$ cat src/rtl/dmem_arbiter.sv
// dmem_arbiter: shares the data memory between the CPU MEM stage (C) and a DMA/loader port (D).
// Optional DMEM_ARB_STATS_EN adds saturating conflict and stall counters.
module dmem_arbiter #(
  parameter int STARVE_MAX = 4,
  parameter int BURST_MAX  = 8
) (
  input  logic        clk,
  input  logic        rst_n,
  input  logic        c_req,
  input  logic        c_wr,
  input  logic        c_sb,
  input  logic [31:0] c_addr,
  input  logic [31:0] c_wdata,
  output logic [31:0] c_rdata,
  output logic        c_stall,
  input  logic        d_req,
  input  logic        d_wr,
  input  logic        d_lock,
  input  logic [31:0] d_addr,
  input  logic [31:0] d_wdata,
  output logic        d_ack,
  output logic [31:0] d_rdata,
  output logic        d_rvalid,
  output logic        m_wr,
  output logic        m_sb,
  output logic [31:0] m_addr,
  output logic [31:0] m_wdata,
  input  logic [31:0] m_rdata
`ifdef DMEM_ARB_STATS_EN
  ,
  output logic [15:0] conflict_cnt,
  output logic [15:0] stall_cnt
`endif
);
  localparam int SW = $clog2(STARVE_MAX + 1);
  localparam int BW = $clog2(BURST_MAX + 1);
  typedef enum logic [1:0] {IDLE, CPU, DMA_LOCK} state_t;
  state_t state_q, state_d;
  logic [SW-1:0] starve_q, starve_d;
  logic [BW-1:0] burst_q, burst_d;
  logic d_rvalid_q, d_rvalid_d;
  logic [31:0] d_rdata_q, d_rdata_d;
  logic gnt_c, gnt_d, hold;
  always_comb begin
    // a full burst is held off for one cycle before the lock is released
    hold = state_q == DMA_LOCK && burst_q == BW'(BURST_MAX);
    gnt_d = d_req && !hold && (state_q == DMA_LOCK || starve_q == SW'(STARVE_MAX) || !c_req);
    gnt_c = c_req && !gnt_d;
    starve_d = (d_req && !gnt_d) ? (starve_q == SW'(STARVE_MAX) ? starve_q : starve_q + 1'b1) : '0;
    state_d = (gnt_d && d_lock) ? DMA_LOCK : gnt_c ? CPU : IDLE;
    burst_d = (gnt_d && d_lock) ? burst_q + 1'b1 : '0;
    d_rvalid_d = gnt_d && !d_wr;
    d_rdata_d = d_rvalid_d ? m_rdata : d_rdata_q;
  end
  always_ff @(posedge clk or negedge rst_n) begin
    if (!rst_n) begin
      state_q <= IDLE;
      starve_q <= '0;
      burst_q <= '0;
      d_rvalid_q <= 1'b0;
      d_rdata_q <= '0;
    end else begin
      state_q <= state_d;
      starve_q <= starve_d;
      burst_q <= burst_d;
      d_rvalid_q <= d_rvalid_d;
      d_rdata_q <= d_rdata_d;
    end
  end
  assign m_wr     = gnt_c ? c_wr : gnt_d & d_wr;
  assign m_sb     = gnt_c & c_sb;
  assign m_addr   = gnt_c ? c_addr : gnt_d ? d_addr : '0;
  assign m_wdata  = gnt_c ? c_wdata : gnt_d ? d_wdata : '0;
  assign c_rdata  = m_rdata;
  assign c_stall  = c_req & ~gnt_c;
  assign d_ack    = gnt_d;
  assign d_rdata  = d_rdata_q;
  assign d_rvalid = d_rvalid_q;
`ifdef DMEM_ARB_STATS_EN
  logic [15:0] conflict_q, conflict_d, stall_q, stall_d;
  always_comb begin
    conflict_d = (c_req && d_req && !(&conflict_q)) ? conflict_q + 1'b1 : conflict_q;
    stall_d = (c_stall && !(&stall_q)) ? stall_q + 1'b1 : stall_q;
  end
  always_ff @(posedge clk or negedge rst_n) begin
    if (!rst_n) begin
      conflict_q <= '0;
      stall_q <= '0;
    end else begin
      conflict_q <= conflict_d;
      stall_q <= stall_d;
    end
  end
  assign conflict_cnt = conflict_q;
  assign stall_cnt    = stall_q;
`endif
endmodule

$ cat config.mk
export PLATFORM = sky130hd
export DESIGN_NAME = dmem_arbiter
export DESIGN_NICKNAME = d
export VERILOG_FILES = /design/src/rtl/dmem_arbiter.sv
export SDC_FILE = /design/constraint.sdc
export NUM_CORES = 1
export LEC_CHECK = 0
export ABC_AREA = 1
export CAP_MARGIN = 20
export CORE_AREA = 2 2 117 119
export DETAILED_ROUTE_END_ITERATION = 12
export DIE_AREA = 0 0 119 121
export PLACE_DENSITY = 0.67
export SLEW_MARGIN = 30
export SYNTH_ARGS = -nofsm -noshare
export SYNTH_HDL_FRONTEND = slang
export SYNTH_SLANG_ARGS = --single-unit
$ cat constraint.sdc
create_clock -name clk -period 3.8 [get_ports clk]
set_input_delay 0.76 -clock clk [delete_from_list [all_inputs] [get_ports clk]]
set_output_delay 0.76 -clock clk [all_outputs]
set_load 0.02 [all_outputs]
# Word level (Yosys, flattened, before mapping)
# Cells that the tools add are included.
# totals
regBits	42
output_inout_bits	133
# classes
reduce_logical	13
n_mux	10
add_sub_neg	2
n_bitwise	4
eq_ne	4
# op_table
operator	n
$mux 32	4
$logic_and 1x1->1	7
$mux 3	2
$add 4x1->4 const B	1
$eq 4x4->1 const B	1
$logic_not 1->1	4
$mux 4	1
$add 3x1->3 const B	1
$and 1x1->1	3
$eq 3x3->1 const B	1
$eq 2x2->1 const B	1
$logic_or 1x1->1	2
$mux 1	2
$mux 2	1
$ne 2x2->1 const B	1
$not 1->1	1

# Longest topological paths before layout
# Gate-level depths: netlist (run 1).
# logic_depth
depth_word	9
mapped_depth	11
mapped_depth_nobuf	9

# Worst setup path before layout (run 1)
# Ideal clock, no wire load.
# synth_timing
path_type	input to output
from	in c_req
to	out c_stall
slack_ns	1.417
arrival_ns	1.623
path_stages	6
required_ns	3.040
path_cell_list	buf_2 > nand3_2 > nand3_2 > buf_6 > buf_6 > nor2_1
# synth_via
elab_chain_cells	7
# synth_rtl
element	line	text
start, declared	9	input logic c_req,
$logic_not 1->1	47	gnt_d = d_req && !hold && (state_q == DMA_LOCK || starve_q == SW'(STARVE_MAX) || !c_req);
$logic_or 1x1->1	47	
$logic_and 1x1->1	47	
$logic_not 1->1	48	gnt_c = c_req && !gnt_d;
$logic_and 1x1->1	48	
$not 1->1	75	assign c_stall = c_req & ~gnt_c;
$and 1x1->1 *	75	
end, declared	15	output logic c_stall,
# Every way passes the cells marked *; elsewhere a longest branch is shown, timed or not.

# Final worst setup path (run 1)
# layout_timing
from	in d_req
to	out m_addr[7]
# layout_via
elab_chain_cells	5
# layout_rtl
element	line	text
start, declared	16	input logic d_req,
$logic_and 1x1->1 * (2 in a row)	47	
$logic_not 1->1	48	
$logic_and 1x1->1	48	
$mux 32 *	72	assign m_addr = gnt_c ? c_addr : gnt_d ? d_addr : '0;
end, declared	26	output logic [31:0] m_addr,
# Marks and branches as above.

==> results.toml, run 1 <==
[grt]
grt_first_pass_wirelength_um = 19500
grt-ovfl-total = 0
track_usage_pct = 16.9
grt_pass1_vias = 3826
antenna_found_initial = 0
grt_max_degree = 69

[finish]
fin_util_pct = 46.9
fin_area_mm2 = 0.00614
areaGrowthSynthToFinish_pct = 95.4
register_area_mm2 = 0.00105
layout_common_cells = "clkdlybuf4s50_1, nand2_1, nand3_1, dfrtp_1, nand4_1"
multi_input_area_mm2 = 0.00155
drive_above_1_share_pct = 6.95
diodes = 0
n_fill_cell = 1250
fin_nets = 876
mostFrequentLayoutCell = "clkdlybuf4s50_1"

[timing]
fmax_mhz = 284
timing.hold.ws_ps = 455
setup_viol = 0
slew-limit-headroom_pct = 52.6
finClkSkew_ps = 4.82
worst_pin_slew_ps = 709
finalHoldViolCount = 0
fin_crit_ps = 3530
rsz0062_at_grt = "no"
finalSetupTns_ps = 0
fin_crit_sh_pct = 92.8
slew_viol_final = 0

[pwr]
p_clk_share_pct = 22.0
pwr-share-seq_pct = 29.4
finalPower_uw = 1870
p_leak_uw = 0.00282
ir_drop_uv = 133
p_int_uw = 1230
power_density_mw_per_mm2 = 305
p_comb_share_pct = 48.6
p_sw_uw = 647
switching_share_pct = 34.6

[worst_setup_path]
reg2reg_depth = 10
reg2reg_to = "d_rdata[31]"
end_kind = "primary output"
path_max_fanout = 19
cp.required_ps = 3040
worstSetupStartpointType = "input pin"
r2r_slack_ps = 1920
critPathKind = "input pin to primary output"
crit_arrival_ps = 2770
r2r-start = "burst_q[0]"

[cts]
hold_buffers = 0
clockBufferDepth = 2
cts.clk_slew.worst_paths_ps = 60
cts.repair.resized = 0
clock-root-buffer = "clkbuf_16"
clock_sinks = 42
tritoncts = "built"
insertion_delay_ps = 280
cts_setup_buffers = 0
cts_buffers = 5
htreeDepth = 2

[yosys]
ys.flop_type = "dfrtp_1"
avgSynthCellArea_um2 = 6.90
async_flop_share_pct = 100
syn-num-nets = 627
synth_edf_count = 0
syn_inst = 455
syn_area_mm2 = 0.00314
synth-seq-cells = 42
ys_seq_area_share_pct = 33.5
ys_warn_count = 0
synth_cell_types = 25

[floorplanning]
die_height_um = 121
num_io_pins = 301
initial_core_util_pct = 24.0
placementRows = 42
dieArea_mm2 = 0.0144
die_x_um = 119
core_mm2 = 0.0131

[hold_path]
hp-class = "input pin to asynchronous set/reset pin"

[drt]
wl_per_cell_um = 14.5
drc = 0
drt_wl_total_um = 12700
firstDrtPassIters = 5
drtAntennaViolNets = 0
vias = 3903
via_per_inst = 4.43
drtIter0Drc = 171

[place]
globalplace.congestion = 0.871
io_buffer_count = 300
placed_cell_area_mm2 = 0.00599
dpl.hpwl_um = 10300

[outcome]
run_status = "finished clean"

[run]
cap_violations = 0
-- kinds of logic (layout without fill, tap and decap cells) --
logic type                 count (synthesis)  after routing  share of synthesized area, %
xor gates and xnor gates                   3              3                         0.836
DFF                                       42             42                          33.5
AOI/OAI and AO/OA                          3              3                         0.478
adders and majority gates                  4              4                          1.59
buffers and inverters                     87            337                          17.5
and+or+nand+nor                          316            316                          46.2
-- area by class of cell --
cell class / count / share of cell area [%]
Timing Repair Buffer: 309 / 50.5
Clock inverter: 3 / 0.346
Clock buffer: 5 / 2.04
Tap cell: 176 / 3.59
Sequential cell: 42 / 17.1
Multi-Input combinational cell: 326 / 25.2
Inverter: 20 / 1.22
-- sequential cells by signal, indices dropped and copies added, names as in the netlist --
register,cells
state_q,2
d_rvalid,1
d_rdata,32
burst_q,4
starve_q,3
-- cells in the mapped netlist, types with 2 or more instances --
master / count / area, um2
nor3_1: 4 / 20.0
nor2_1: 7 / 26.3
buf_4: 38 / 285
nand2_1: 181 / 679
o21ai_0: 2 / 10.0
clkbuf_1: 11 / 41.3
nand4_1: 32 / 200
inv_2: 3 / 11.3
nand3_2: 2 / 20.0
buf_6: 6 / 67.6
dfrtp_1: 42 / 1050
buf_2: 10 / 50.1
ha_1: 4 / 50.1
xor2_1: 2 / 17.5
inv_1: 16 / 60.1
buf_8: 2 / 30.0
nand3_1: 65 / 325
nand2_2: 21 / 131
-- per-stage QoR --
step	std cells	setup WS [ps]
2_1_floorplan	455	1420
3_3_place_gp	873	287
3_5_place_dp	873	283
4_1_cts	881	268
5_1_grt	881	162
6_report	881	274
-- worst max-delay path, cell delays in order --
cell and delay, ps:
clkdlybuf4s50_1 560, nand3_2 130, inv_2 290, buf_12 220, nand2_2 60, nand2_1 100, clkdlybuf4s50_1 620
-- worst max path at each step --
stage | from | end | slack [ps] | cells after the start
3_3_place_gp | d_req | m_addr[7] | 290 | 7
6_report | d_req | m_addr[7] | 270 | 7
5_1_grt | d_req | m_addr[0] | 160 | 6
3_5_place_dp | d_req | m_addr[7] | 280 | 7
4_1_cts | d_req | m_addr[7] | 270 | 7
2_1_floorplan | c_req | c_stall | 1420 | 6
-- power groups by stage --
stage	Clock (uW)	Combinational, uW	Sequential [uW]
2_1_floorplan	0	332	638
3_3_place_gp	0	906	557
3_5_place_dp	0	915	559
4_1_cts	432	919	550
5_1_grt	450	973	559
6_report	412	911	550
-- layer usage --
layer | vias up | wire length [um] | global-route usage [%]
met5 | - | 0 | 0
li1 | 1928 | - | -
met3 | 10 | 972 | 4.70
met4 | 0 | 124 | 3.42
met1 | 1786 | 4820 | 19.1
met2 | 179 | 6830 | 31.6
Power figures use the tool's default switching activity.
==> inputs of run 2 (changes only) <==
--- a/config.mk
+++ b/config.mk
@@ -5,12 +5,11 @@
 export SDC_FILE = /design/constraint.sdc
 export NUM_CORES = 1
 export LEC_CHECK = 0
-export ABC_AREA = 1
 export CAP_MARGIN = 20
-export CORE_AREA = 2 2 117 119
+export CORE_AREA = 2 2 118 120
 export DETAILED_ROUTE_END_ITERATION = 12
-export DIE_AREA = 0 0 119 121
-export PLACE_DENSITY = 0.67
+export DIE_AREA = 0 0 120 122
+export PLACE_DENSITY = 0.66
 export SLEW_MARGIN = 30
 export SYNTH_ARGS = -nofsm -noshare
 export SYNTH_HDL_FRONTEND = slang
==> constraint.sdc (replaced) <==
create_clock -name clk -period 3.41 [get_ports clk]
set_input_delay 0.682 -clock clk [delete_from_list [all_inputs] [get_ports clk]]
set_output_delay 0.682 -clock clk [all_outputs]
set_load 0.02 [all_outputs]
==> run 2 against run 1 <==
Effect of this change: clock-buffer cell count unchanged; non-clock buffer count down 1; cell area up 1.0%; final cell count down 8.4%; total power up 16%; wire length down 2.8%; synthesized area up 1.8%; clock power up 47%; largest cell class unchanged.
==> results.toml, run 2 <==
[yosys]
synth_edf_count = 0
ys_warn_count = 0
yosysMostFrequentCell = "nand2_1"
avgSynthCellArea_um2 = 8.33
yosys.area.top_type = "dfrtp_1"
syn-num-nets = 556
synth-seq-cells = 42
syn_inst = 384
ys.flop_type = "dfrtp_1"
syn_area_mm2 = 0.00320
ys_seq_area_share_pct = 32.9
async_flop_share_pct = 100
ys_top_cells_by_area = "dfrtp_1, nand4_1, nand2_1, o21ai_0, buf_4"
synth_cell_types = 29
synth_common_cells = "nand2_1, nand4_1, o21ai_0"
synth_top_area_share_pct = 32.9

[floorplanning]
initial_core_util_pct = 23.7
dieArea_mm2 = 0.0146
core_mm2 = 0.0135
die_x_um = 120
die_height_um = 122
placementRows = 43
num_io_pins = 301

[worst_setup_path]
end_kind = "primary output"
startpoint = "starve_q[0]"
crit_arrival_ps = 2550
endpoint = "m_addr[27]"
reg2reg_to = "d_rdata[2]"
critPathKind = "flop to primary output"
worstSetupStartpointType = "flop"
cp.required_ps = 2730
reg2reg_depth = 7
r2r-start = "starve_q[0]"
path_max_fanout = 67
r2r_slack_ps = 960

[timing]
rsz0062_at_grt = "no"
slew_viol_final = 0
finalSetupTns_ps = 0
finClkSkew_ps = 5.55
worst_pin_slew_ps = 691
setup_viol = 0
finalHoldViolCount = 0
fmax_mhz = 309
timing.hold.ws_ps = 380
fin_crit_ps = 3230
timing.final.ws_setup_ps = 176
fin_crit_sh_pct = 94.9
slew-limit-headroom_pct = 53.9

[grt]
grt_max_degree = 70
antenna_found_initial = 1
grt_pass1_vias = 3723
track_usage_pct = 15.3
grt-ovfl-total = 0
grt_first_pass_wirelength_um = 18100

[place]
io_buffer_count = 300
globalplace.congestion = 0.834
place_inst = 799
dpl.hpwl_um = 9780
place_ws_ps = 154

[pwr]
power_density_mw_per_mm2 = 351
p_comb_share_pct = 43.7
p_int_uw = 1500
finalPower_uw = 2170
p_sw_uw = 673
switching_share_pct = 30.9
p_clk_share_pct = 27.9
p_leak_uw = 0.00264
pwr-share-seq_pct = 28.4
ir_drop_uv = 214

[drt]
drtAntennaViolNets = 0
wl_met1_um = 4600
met3_length_um = 1260
top_layer = "met5"
dr_wl_met2_um = 6250
wl_per_cell_um = 15.4
drt_wl_total_um = 12400
via_per_inst = 4.79
drc = 0
vias = 3869
firstDrtPassIters = 4
drtIter0Drc = 138

[finish]
largest_reg_flops = 32
areaGrowthSynthToFinish_pct = 94.0
drive_above_1_share_pct = 10.0
final_cell_count_no_fill = 807
diodes = 0
n_fill_cell = 1305
fin_nets = 798
mostFrequentLayoutCell = "clkdlybuf4s50_1"
layout_common_cells = "clkdlybuf4s50_1, nand2_1, nand4_1, o21ai_0, dlygate4sd2_1"

[cts]
htreeDepth = 2
cts.clk_slew.worst_paths_ps = 60
clock_sinks = 42
insertion_delay_ps = 280
tritoncts = "built"
clockBufferDepth = 2
clock-root-buffer = "clkbuf_16"
cts_buffers = 5

[outcome]
run_status = "finished clean"

[run]
cap_violations = 0

[hold_path]
hp-class = "input pin to asynchronous set/reset pin"
==> run 2: metal layers <==
metal  vias up  GRT usage [%]
li1       1830              -
met1      1777           16.3
met2       236           28.3
met3        24           4.96
met4         2           5.07
met5         -              0
==> run 2: what timing repair did <==
action                     CTS  global route
resized for setup           47             9
buffers inserted             0             0
pin swaps                    0             0
setup endpoints to repair   62            15
hold buffers                 0             0
==> run 2: cell families (layout without fill, tap and decap cells) <==
kind of cell / after synthesis / after routing / share of synthesized area [%]
compound gates: 70 / 70 / 13.3
xor+xnor: 2 / 2 / 0.548
fa+ha+maj: 4 / 4 / 1.57
buf+inv: 80 / 323 / 15.0
flops: 42 / 42 / 32.9
mux: 32 / 32 / 11.3
simple gates: 154 / 154 / 25.4
==> run 2: worst min-delay path by stage <==
stage	startpoint	end	slack (ps)
final	rst_n	d_rdata[22]	380
after CTS	d_rdata[30]	d_rdata[30]	490
after detailed placement	d_rdata[30]	d_rdata[30]	480
after global placement	burst_q[0]	burst_q[0]	470
after floorplan	rst_n	burst_q[0]	390
after global routing	rst_n	d_rdata[22]	430
==> run 2: critical path: stages (launching register included) <==
cell and delay, ps:
dfrtp_1 410, inv_1 70, ha_1 210, nand2_1 130, nand3_2 160, buf_12 290, nand4_1 190, o21ai_0 160
clkdlybuf4s50_1 630
==> run 2: cell type report <==
type                    instances  area [um2]  share of cell area (%)
inverters                       7        28.8                   0.464
well taps                     180         225                    3.63
clock buffers                   5         125                    2.02
repair buffers                308        3040                    48.9
multi-input cells             262        1670                    26.9
clock inverters                 3        68.8                    1.11
flip-flops and latches         42        1050                    16.9
==> run 2: metrics by stage <==
step / util (%) / instance area [um2]
finish: 45.9 / 6200
global route: 45.9 / 6200
CTS: 45.7 / 6180
detailed placement: 44.7 / 6030
global placement: 44.7 / 6030
floorplan: - / 3200
==> run 2: power groups by stage <==
stage               Sequential (uW)  Combinational [uW]  Clock (uW)
CTS                             618                 960         634
finish                          618                 950         606
global placement                623                 979           0
global route                    625                1010         655
detailed placement              628                 990           0
floorplan                       720                 347           0
